[config.mk]
export PLATFORM = sky130hd
export DESIGN_NAME = reg_seq_ctrl
export DESIGN_NICKNAME = d
export VERILOG_FILES = /design/src/rtl/reg_seq_ctrl.sv
export SDC_FILE = /design/constraint.sdc
export NUM_CORES = 1
export LEC_CHECK = 0
export CORE_UTILIZATION = 59
export CTS_CLUSTER_SIZE = 20
export DETAILED_ROUTE_END_ITERATION = 10
export GPL_TIMING_DRIVEN = 0
export PLACE_DENSITY = 0.94
export SLEW_MARGIN = 5
export SYNTH_ARGS = -nofsm -noshare
export SYNTH_HDL_FRONTEND = slang
export SYNTH_SLANG_ARGS = --single-unit
export TNS_END_PERCENT = 30
[constraint.sdc]
create_clock -name main_clk20m -period 5.45 [get_ports main_clk20m]
set_input_delay 1.635 -clock main_clk20m [delete_from_list [all_inputs] [get_ports main_clk20m]]
set_output_delay 1.635 -clock main_clk20m [all_outputs]
set_load 0.01 [all_outputs]
[src/rtl/reg_seq_ctrl.sv]
// Power regulator sequencer: VPRE soft start, then six regulators enabled slot by slot, reverse order on stop.
// Latency: one main_clk20m cycle from any input to the registered enables/status; each slot lasts SLOT_CYC cycles.
// Backpressure: none; start/stop/fault_clr are single-cycle pulses, ignored in states that have no use for them.
//
// Ports: main_clk20m + por (synchronous, active-high); start/stop/fault_clr requests; slot_* per-regulator slot
//   number (7 = never used); ssready, *_sta, flt_in status inputs; en* regulator enables; seq_done, seq_fault,
//   seq_state, seq_slot sequencer status.
// Build option: define REG_SEQ_SLOT_SKIP_EN to make a slot with no regulator assigned last a single cycle.
module reg_seq_ctrl #(
  parameter int UDLY     = 1,
  parameter int SLOT_CYC = 20000,
  parameter int PRE_TMO  = 100000
) (
  input  logic       main_clk20m,
  input  logic       por,
  input  logic       start,
  input  logic       stop,
  input  logic       fault_clr,
  input  logic [2:0] slot_boost,
  input  logic [2:0] slot_buck1,
  input  logic [2:0] slot_buck2,
  input  logic [2:0] slot_buck3,
  input  logic [2:0] slot_ldo1,
  input  logic [2:0] slot_ldo2,
  input  logic       ssready,
  input  logic       boost_sta,
  input  logic       buck1_sta,
  input  logic       buck2_sta,
  input  logic       buck3_sta,
  input  logic       ldo1_sta,
  input  logic       ldo2_sta,
  input  logic       flt_in,
  output logic       enpre,
  output logic       enboost,
  output logic       enbuck1,
  output logic       enbuck2,
  output logic       enbuck3,
  output logic       enldo1,
  output logic       enldo2,
  output logic       seq_done,
  output logic       seq_fault,
  output logic [2:0] seq_state,
  output logic [2:0] seq_slot
);

  typedef enum logic [2:0] {
    S_IDLE    = 3'd0,
    S_PRE_ON  = 3'd1,
    S_SLOT_UP = 3'd2,
    S_ON      = 3'd3,
    S_SLOT_DN = 3'd4,
    S_PRE_OFF = 3'd5,
    S_FAULT   = 3'd6
  } state_t;

  // UDLY only ever delayed behavioural-model updates; these registers update
  // with zero delay, so it is folded in with no effect on the value.
  localparam logic [19:0] SLOT_LAST = 20'(SLOT_CYC - 1);
  localparam logic [19:0] PRE_LAST  = 20'(PRE_TMO - 1 + 0 * UDLY);

  // Regulator index order everywhere: 0 boost, 1 buck1, 2 buck2, 3 buck3, 4 ldo1, 5 ldo2.
  logic [5:0][2:0] slot_cfg;
  logic [5:0]      sta;

  assign slot_cfg = {slot_ldo2, slot_ldo1, slot_buck3, slot_buck2, slot_buck1, slot_boost};
  assign sta      = {ldo2_sta, ldo1_sta, buck3_sta, buck2_sta, buck1_sta, boost_sta};

  function automatic logic [5:0] in_slot(input logic [5:0][2:0] cfg, input logic [2:0] k);
    logic [5:0] m;
    m = '0;
    for (int i = 0; i < 6; i++) m[i] = (cfg[i] == k);
    return m;
  endfunction

  // Slot 7 is excluded explicitly so an unused regulator is never checked.
  function automatic logic [5:0] up_to_slot(input logic [5:0][2:0] cfg, input logic [2:0] k);
    logic [5:0] m;
    m = '0;
    for (int i = 0; i < 6; i++) m[i] = (cfg[i] <= k) && (cfg[i] != 3'd7);
    return m;
  endfunction

  state_t      state_q;
  logic [2:0]  slot_q;
  logic [19:0] timer_q;
  logic [5:0]  en_q;
  logic        enpre_q;
  logic        done_q;
  logic        fault_q;

  logic [5:0]  on_cur, on_next, on_prev, on_zero, on_six, chk_mask;
  logic        slot_skip, slot_end, chk_ok, fault_req;

  // on_next/on_prev wrap to 7 at the ends but are only used when slot_q is 0..5 / 1..6.
  assign on_cur   = in_slot(slot_cfg, slot_q);
  assign on_next  = in_slot(slot_cfg, slot_q + 3'd1);
  assign on_prev  = in_slot(slot_cfg, slot_q - 3'd1);
  assign on_zero  = in_slot(slot_cfg, 3'd0);
  assign on_six   = in_slot(slot_cfg, 3'd6);
  assign chk_mask = up_to_slot(slot_cfg, slot_q);

`ifdef REG_SEQ_SLOT_SKIP_EN
  assign slot_skip = ~|on_cur;
`else
  assign slot_skip = 1'b0;
`endif

  // A skipped slot ends immediately and performs no status check.
  assign slot_end = slot_skip || (timer_q == SLOT_LAST);
  assign chk_ok   = slot_skip || (&(sta | ~chk_mask));

  // Everything that sends the sequencer to FAULT; evaluated ahead of stop/start/timer.
  always_comb begin
    fault_req = 1'b0;
    case (state_q)
      S_PRE_ON:             fault_req = flt_in || (!ssready && timer_q == PRE_LAST);
      S_SLOT_UP:            fault_req = flt_in || !ssready || (slot_end && !chk_ok);
      S_ON:                 fault_req = flt_in || !ssready;
      S_SLOT_DN, S_PRE_OFF: fault_req = flt_in;
      default:              fault_req = 1'b0;
    endcase
  end

  always_ff @(posedge main_clk20m) begin
    if (por) begin
      state_q <= S_IDLE;
      slot_q  <= 3'd0;
      timer_q <= '0;
      en_q    <= '0;
      enpre_q <= 1'b0;
      done_q  <= 1'b0;
      fault_q <= 1'b0;
    end else if (fault_req) begin
      state_q <= S_FAULT;
      timer_q <= '0;
      en_q    <= '0;
      enpre_q <= 1'b0;
      done_q  <= 1'b0;
      fault_q <= 1'b1;
    end else begin
      case (state_q)
        S_IDLE: begin
          if (start) begin
            state_q <= S_PRE_ON;
            enpre_q <= 1'b1;
            slot_q  <= 3'd0;
            timer_q <= '0;
          end
        end
        S_PRE_ON: begin
          if (ssready) begin
            state_q <= S_SLOT_UP;
            slot_q  <= 3'd0;
            timer_q <= '0;
            en_q    <= en_q | on_zero;
          end else begin
            timer_q <= timer_q + 20'd1;
          end
        end
        S_SLOT_UP: begin
          if (stop) begin
            // Abort: unwind from the slot currently being brought up.
            state_q <= S_SLOT_DN;
            timer_q <= '0;
            en_q    <= en_q & ~on_cur;
          end else if (slot_end) begin
            timer_q <= '0;
            if (slot_q == 3'd6) begin
              state_q <= S_ON;
              done_q  <= 1'b1;
            end else begin
              slot_q <= slot_q + 3'd1;
              en_q   <= en_q | on_next;
            end
          end else begin
            timer_q <= timer_q + 20'd1;
          end
        end
        S_ON: begin
          if (stop) begin
            state_q <= S_SLOT_DN;
            slot_q  <= 3'd6;
            timer_q <= '0;
            done_q  <= 1'b0;
            en_q    <= en_q & ~on_six;
          end
        end
        S_SLOT_DN: begin
          if (slot_end) begin
            timer_q <= '0;
            if (slot_q == 3'd0) begin
              state_q <= S_PRE_OFF;
              enpre_q <= 1'b0;
            end else begin
              slot_q <= slot_q - 3'd1;
              en_q   <= en_q & ~on_prev;
            end
          end else begin
            timer_q <= timer_q + 20'd1;
          end
        end
        S_PRE_OFF: begin
          if (timer_q == SLOT_LAST) begin
            state_q <= S_IDLE;
            timer_q <= '0;
          end else begin
            timer_q <= timer_q + 20'd1;
          end
        end
        S_FAULT: begin
          if (fault_clr && !flt_in) begin
            state_q <= S_IDLE;
            slot_q  <= 3'd0;
            timer_q <= '0;
            fault_q <= 1'b0;
          end
        end
        default: state_q <= S_IDLE;
      endcase
    end
  end

  assign enpre     = enpre_q;
  assign enboost   = en_q[0];
  assign enbuck1   = en_q[1];
  assign enbuck2   = en_q[2];
  assign enbuck3   = en_q[3];
  assign enldo1    = en_q[4];
  assign enldo2    = en_q[5];
  assign seq_done  = done_q;
  assign seq_fault = fault_q;
  assign seq_state = state_q;
  assign seq_slot  = slot_q;

endmodule

After elaboration in Yosys (flattened, before gate mapping)
Cells that the tools add are included.
{"block": "totals", "ff_bits": 35, "in_bits": 31, "out_inout_bits": 15, "word_cells": 181}
{"block": "op_classes", "addsub": 3, "n_lt_le_gt_ge": 6, "n_eq_ne": 63, "mux": 49, "bitwise_logic": 11, "n_reduce_logical": 41}
{"cell": "20-bit 2-to-1 mux", "count": 6}
{"cell": "20-bit case mux with 6 select lines", "count": 1}
{"cell": "3-bit 2-to-1 mux", "count": 19}
{"cell": "3-bit == test", "count": 18}
{"cell": "3-bit inequality test, second input constant", "count": 16}
{"cell": "6-bit 2-to-1 mux", "count": 7}
{"cell": "3-bit == test, second input constant", "count": 10}
{"cell": "3-bit zero test", "count": 8}
{"cell": "2-bit inequality test, second input constant", "count": 12}
{"cell": "6-bit NOT", "count": 4}
{"cell": "6-bit case mux with 4 select lines", "count": 1}
{"cell": "3-bit case mux with 7 select lines", "count": 1}
{"cell": "20-bit by 1-bit adder with 20-bit output, second input constant", "count": 1}
{"cell": "20-bit by 15-bit == test with 1-bit output, second input constant", "count": 1}
{"cell": "20-bit by 17-bit == test with 1-bit output, second input constant", "count": 1}
{"cell": "6-bit bitwise AND", "count": 3}
{"cell": "3-bit less-or-equal comparator", "count": 6}
{"cell": "6-bit OR", "count": 3}
{"cell": "3-bit case mux with 6 select lines", "count": 1}
{"cell": "9-bit AND reduction", "count": 2}
{"cell": "6-bit nonzero test", "count": 2}
{"cell": "11-bit AND reduction", "count": 1}
{"cell": "1-bit 2-to-1 mux", "count": 10}
{"cell": "1-bit logical AND", "count": 9}
{"cell": "18 further kinds", "count": 30}

Logic depth before layout (Yosys ltp)
{"block": "logic_depth", "word_depth": 11, "depth_mapped": 11}

Worst setup path before layout
Ideal clock, no wire load.
{"block": "synth_path", "path_kind": "in2reg", "from": "in slot_ldo2[2]", "to": "reg timer_q[10]", "setup_time_ns": 0.064, "arrival_time_ns": 3.381, "slack_ns": 2.005, "path_stages": 9, "n_path_buf": 1, "path_cell_list": "ha_1 > nand3b_1 > a32o_1 > a222oi_1 > nand4_1 > a31o_2 > a21o_1 > buf_2 > nor2_1"}
{"block": "synth_via", "elab_chain_len": 10, "word_cells_on_any_way": 11, "classes_between": "order compare (1); eq/ne (1); mux (1); bitwise (2); reduce/logical (6)"}
{"element": "start, declared", "line_no": "24", "source": "input logic [2:0] slot_ldo2,"}
{"element": "3-bit less-or-equal comparator / 3-bit inequality test (equally long branches)", "line_no": "79", "source": "for (int i = 0; i < 6; i++) m[i] = (cfg[i] <= k) && (cfg[i] != 3'd7);"}
{"element": "1-bit logical AND *", "line_no": "79"}
{"element": "6-bit NOT *", "line_no": "110", "source": "assign chk_ok = slot_skip || (&(sta | ~chk_mask));"}
{"element": "6-bit OR *", "line_no": "110"}
{"element": "6-bit AND reduction *", "line_no": "110"}
{"element": "1-bit zero test *", "line_no": "117", "source": "S_SLOT_UP: fault_req = flt_in || !ssready || (slot_end && !chk_ok);"}
{"element": "1-bit logical AND *", "line_no": "117"}
{"element": "1-bit logical OR *", "line_no": "117"}
{"element": "1-bit case mux with 4 select lines *", "line_no": "115", "source": "case (state_q)"}
{"element": "2-bit OR reduction (no line) *"}
{"element": "end signal, assigned", "line_no": "157", "source": "timer_q <= timer_q + 20'd1;"}
{"element": "end signal, assigned", "line_no": "176", "source": "timer_q <= timer_q + 20'd1;"}
{"element": "end signal, assigned", "line_no": "199", "source": "timer_q <= timer_q + 20'd1;"}
{"element": "end, declared", "line_no": "85", "source": "logic [19:0] timer_q;"}
Every way passes the cells marked *; elsewhere a longest branch is shown, timed or not.
A chain may end at the register's enable or synchronous reset.

Final worst setup path
{"block": "layout_path", "from": "in slot_ldo2[2]", "to": "reg timer_q[19]"}
Same word-level chain as after synthesis.

==> results by stage <==
Timing:
- Setup violations remaining at the end of the flow were counted as 0.
- Setup repair after global routing left no endpoint under its margin.
- The final period demand of the worst path is 4100 ps.
- The final period utilization is 75.3%.
- The clock arrives with 3.38 ps of skew.
- At the pin with the least slew margin, the transition time is 1010 ps.
- The highest clock rate is 0.244 GHz.
- Headroom to the max-slew limit came out at 32.8%.
- The number of max-slew violations in the final report is 0.
- The final hold violation count is 0.
- The worst hold-check slack is 471 ps.
- For the final routed database, the setup TNS stands at 0 ps.

Logic synthesis:
- The top cell type by total area after synthesis is dfxtp_1.
- The synthesis warning total is 0.
- By area the synthesized netlist is led by dfxtp_1, ha_1, nor2_1.
- The area fraction of the dominant cell type after synthesis is 24.2%.
- The total nets after synthesis is 437.
- By count the netlist is led by nor2_1, dfxtp_1, nand2_1, o21ai_0, a21oi_1.
- By area, the combinational part of the netlist is dominated by simple AND/OR/NAND/NOR gates.
- Of the total synthesized cell area, the portion taken by AND, OR, NAND and NOR gates is 27.7%.
- The post-synthesis async set-or-reset flop share is 0%.
- For this run, the leading register cell type out of synthesis is dfxtp_1.
- The xor/xnor share of the synthesized area is 10.3%.
- Yosys mapped the design onto 52 distinct sky130hd cell types.
- The sequential cell area fraction in the yosys report is 24.2%.
- The synthesized design contains 35 register bits.
- After Yosys synthesis, full adders, half adders and majority gates account for 9.94% of the synthesized area.
- Each instance of the synthesized netlist takes up on average 7.56 um2.
- Of the post-synthesis cell area, the part taken by muxes is 0.346%.
- The dominant cell by count in the synthesized netlist is nor2_1.
- In this run the cell area of the synthesized design comes to 0.00289 mm2.
- Counting flops with a built-in enable in the synthesized netlist gives 0.
- Counting every instance in the synthesized netlist gives 383.
- The synthesized netlist devotes 23.7% of its cell area to compound gates.

Pwr:
- The clock share of power is 17.6%.
- Sequential cells burn 20.9% of the power.
- The internal power contribution is 846 uW.
- The part of the power in combinational logic is 61.5%.
- The standby leakage power is 1.27 nW.
- The power per cell area is 442 mW/mm2.
- For this design the total switching power over the nets is 718 uW.
- Net switching is 45.9% of the power.
- IR analysis of the VDD net gives a maximum drop of 374 uV.

Global routing:
- The number of global-route vias before repair is 2851.
- The total overflow left after global routing is 0.
- The number of antenna violations at the first check in global routing is 0.
- The first-pass GRT wire length is 13000 um.
- Across every metal layer, demand over resource in global routing totals 31.8%.
- The maximum number of pins on one net before global-route repair is 12.

Die:
- The die covers 0.00519 mm2.
- The floorplan step defined a core boundary enclosing 0.00472 mm2.
- For this configuration, the core starts out at a cell density of 61.3%.
- The die boundary height is 72.0 um.
- The count of pins on the block boundary is 46.
- The width of the die is 72.0 um.
- The floorplan has 25 rows.

Setup path:
- Of all nets on the critical path, the largest fanout is 10.
- STA classifies the critical path startpoint as an input port.
- The worst path buffer plus inverter count is 2.
- The path type of the worst setup path is input port to register.
- The family with the most delay on the worst path is compound AO/OA/AOI/OAI gates.
- For this run, the slowest stage of the critical path takes 540 ps.
- The endpoint required time on the critical path is 5680 ps.
- The critical path goes through clkdlybuf4s50_1 -> ha_1 -> nand3b_1 -> a32o_1 -> a222oi_1 -> nand4_1 -> a31o_2 -> a21o_1 -> buf_2 -> nor2_1.
- The slowest cell on the critical path is clkdlybuf4s50_1.
- STA classifies the critical path endpoint as a register.
- STA puts the critical path data arrival time at 4330 ps.

Place:
- The congestion estimate from routability-driven global placement came to 0.901.
- During placement, the flow inserted port buffers numbering 43.
- The instance area after placement is 0.00341 mm2.
- The detailed-placement wirelength estimate is 5950 um.

Clocking:
- The number of H-tree branching levels is 2.
- Counting along the longest clock path gives a buffer depth of 2.
- The cell sitting at the root of the clock tree is a clkbuf_8.
- The insertion delay to the later sink of the worst-skew pair is 290 ps.
- Clock tree synthesis found a total of 35 sinks.
- Buffers inserted during clock tree synthesis total 5.
- The clock edge transition at the registers on the reported setup and hold paths is 70 ps.
- TritonCTS built the clock tree.
- The post-cts repair resize count is 0.
- The hold-fix buffer count after cts is 0.
- The post-CTS repair timing setup buffer count is 0.

Status:
- The run finished with clean final reports.

Layout:
- The final cell area excluding filler cells is 0.00354 mm2.
- The number of filler instances in the final layout is 359.
- The layout cell share with drive strength beyond 1 is 5.07%.
- The fraction of the core area covered by cells at the end of the flow is 75.0%.
- The repair_antennas step left the layout with diodes totalling 0.
- For this run, the post-layout net count is 487.
- Relative to the synthesized area, the layout overhead comes to 22.4%.

Route:
- The via density per instance is 6.31.
- For this run, design rule violations remaining after detail routing come to 0.
- The routed wire length is 8100 um.
- The count of routing violations after the opening detailed-route iteration is 299.
- Once detail routing completed, the nets flagged for antenna violations numbered 0.
- The wire length per cell is 16.2 um.
- For this run, the detailed router's first-pass iteration total came to 7.
- For this block, the via count after detailed routing is 3163.

Hold path:
- The min-delay analysis places its worst path in the category register to register.

Job:
- The number of violations of the max-capacitance limit is 0.
layout make-up:
cell class	count	area, um2	share of cell area [%]
Buffer	12	52.6	1.48
Clock buffer	6	72.6	2.05
Sequential cell	35	701	19.8
Inverter	15	56.3	1.59
Multi-Input combinational cell	321	2080	58.9
Clock inverter	2	60.1	1.70
Timing Repair Buffer	43	430	12.2
Tap cell	67	83.8	2.37
worst paths after layout:
check	start	to	slack, ps	cells after the start
worst max-delay path	slot_ldo2[2]	timer_q[19]	1350	10
worst min-delay path	timer_q[1]	timer_q[1]	470	2
worst max register to register	seq_slot[2]	timer_q[19]	2590	11
worst min register to register	timer_q[1]	timer_q[1]	470	2
stage by stage:
stage	instances	power (mW)	setup slack, ps
after floorplan	383	0.998	2010
after global placement	493	1.22	1150
after detailed placement	493	1.26	1090
after CTS	501	1.54	1380
after global routing	501	1.67	1180
final	501	1.56	1350
placed cells by master, fill, tap and decap left out, types with 3 or more instances in the layout:
cell type and n:
nor2_1 44, ha_1 23, nand2b_1 5, nand2_1 31, a31oi_1 8, clkbuf_8 5, nor3_1 22, nand3_1 12
clkbuf_1 6, o21ai_0 25, nor4_1 3, buf_2 6, xnor2_1 16, dfxtp_1 35, o22ai_1 13, nand4_1 13
xor2_1 18, a21o_1 4, a21oi_1 24, a32oi_1 6, clkdlybuf4s50_1 43, inv_1 15, nor3b_1 3, and3b_1 3
a211oi_1 4, and3_1 11
kinds of logic (layout without fill, tap and decap cells):
logic type / Yosys count / after routing
mux: 1 / 1
simple gates: 159 / 159
buf+inv: 27 / 78
flops: 35 / 35
xor+xnor: 34 / 34
fa+ha+maj: 23 / 23
compound gates: 104 / 104
power by group through the flow:
stage	combinational, mW	sequential, mW	clock, mW
after floorplan	0.664	0.334	0
after global placement	0.895	0.328	0
after detailed placement	0.927	0.331	0
after CTS	0.938	0.324	0.279
after global routing	1.05	0.330	0.291
final	0.961	0.327	0.275
worst min-delay path, cell delays in order, from the launching register on:
cell and delay [ps]:
dfxtp_1 320, nand2_1 60, a21oi_1 50
sequential cells by signal, summed over array words and instances, names as in the netlist:
| register | cells |
|---|---|
| seq_fault | 1 |
| seq_slot | 3 |
| seq_state | 3 |
| en_q | 6 |
| seq_done | 1 |
| timer_q | 20 |
| enpre | 1 |
layer usage:
| layer | share of wire, % | track usage (%) | wire, um |
|---|---|---|---|
| met5 | 0 | 0 | 0 |
| met4 | 3.2 | 16.6 | 260 |
| met3 | 7.1 | 5.56 | 572 |
| met2 | 48 | 54.3 | 3900 |
| met1 | 42 | 38.3 | 3370 |
(Power assumes the default switching activity.)
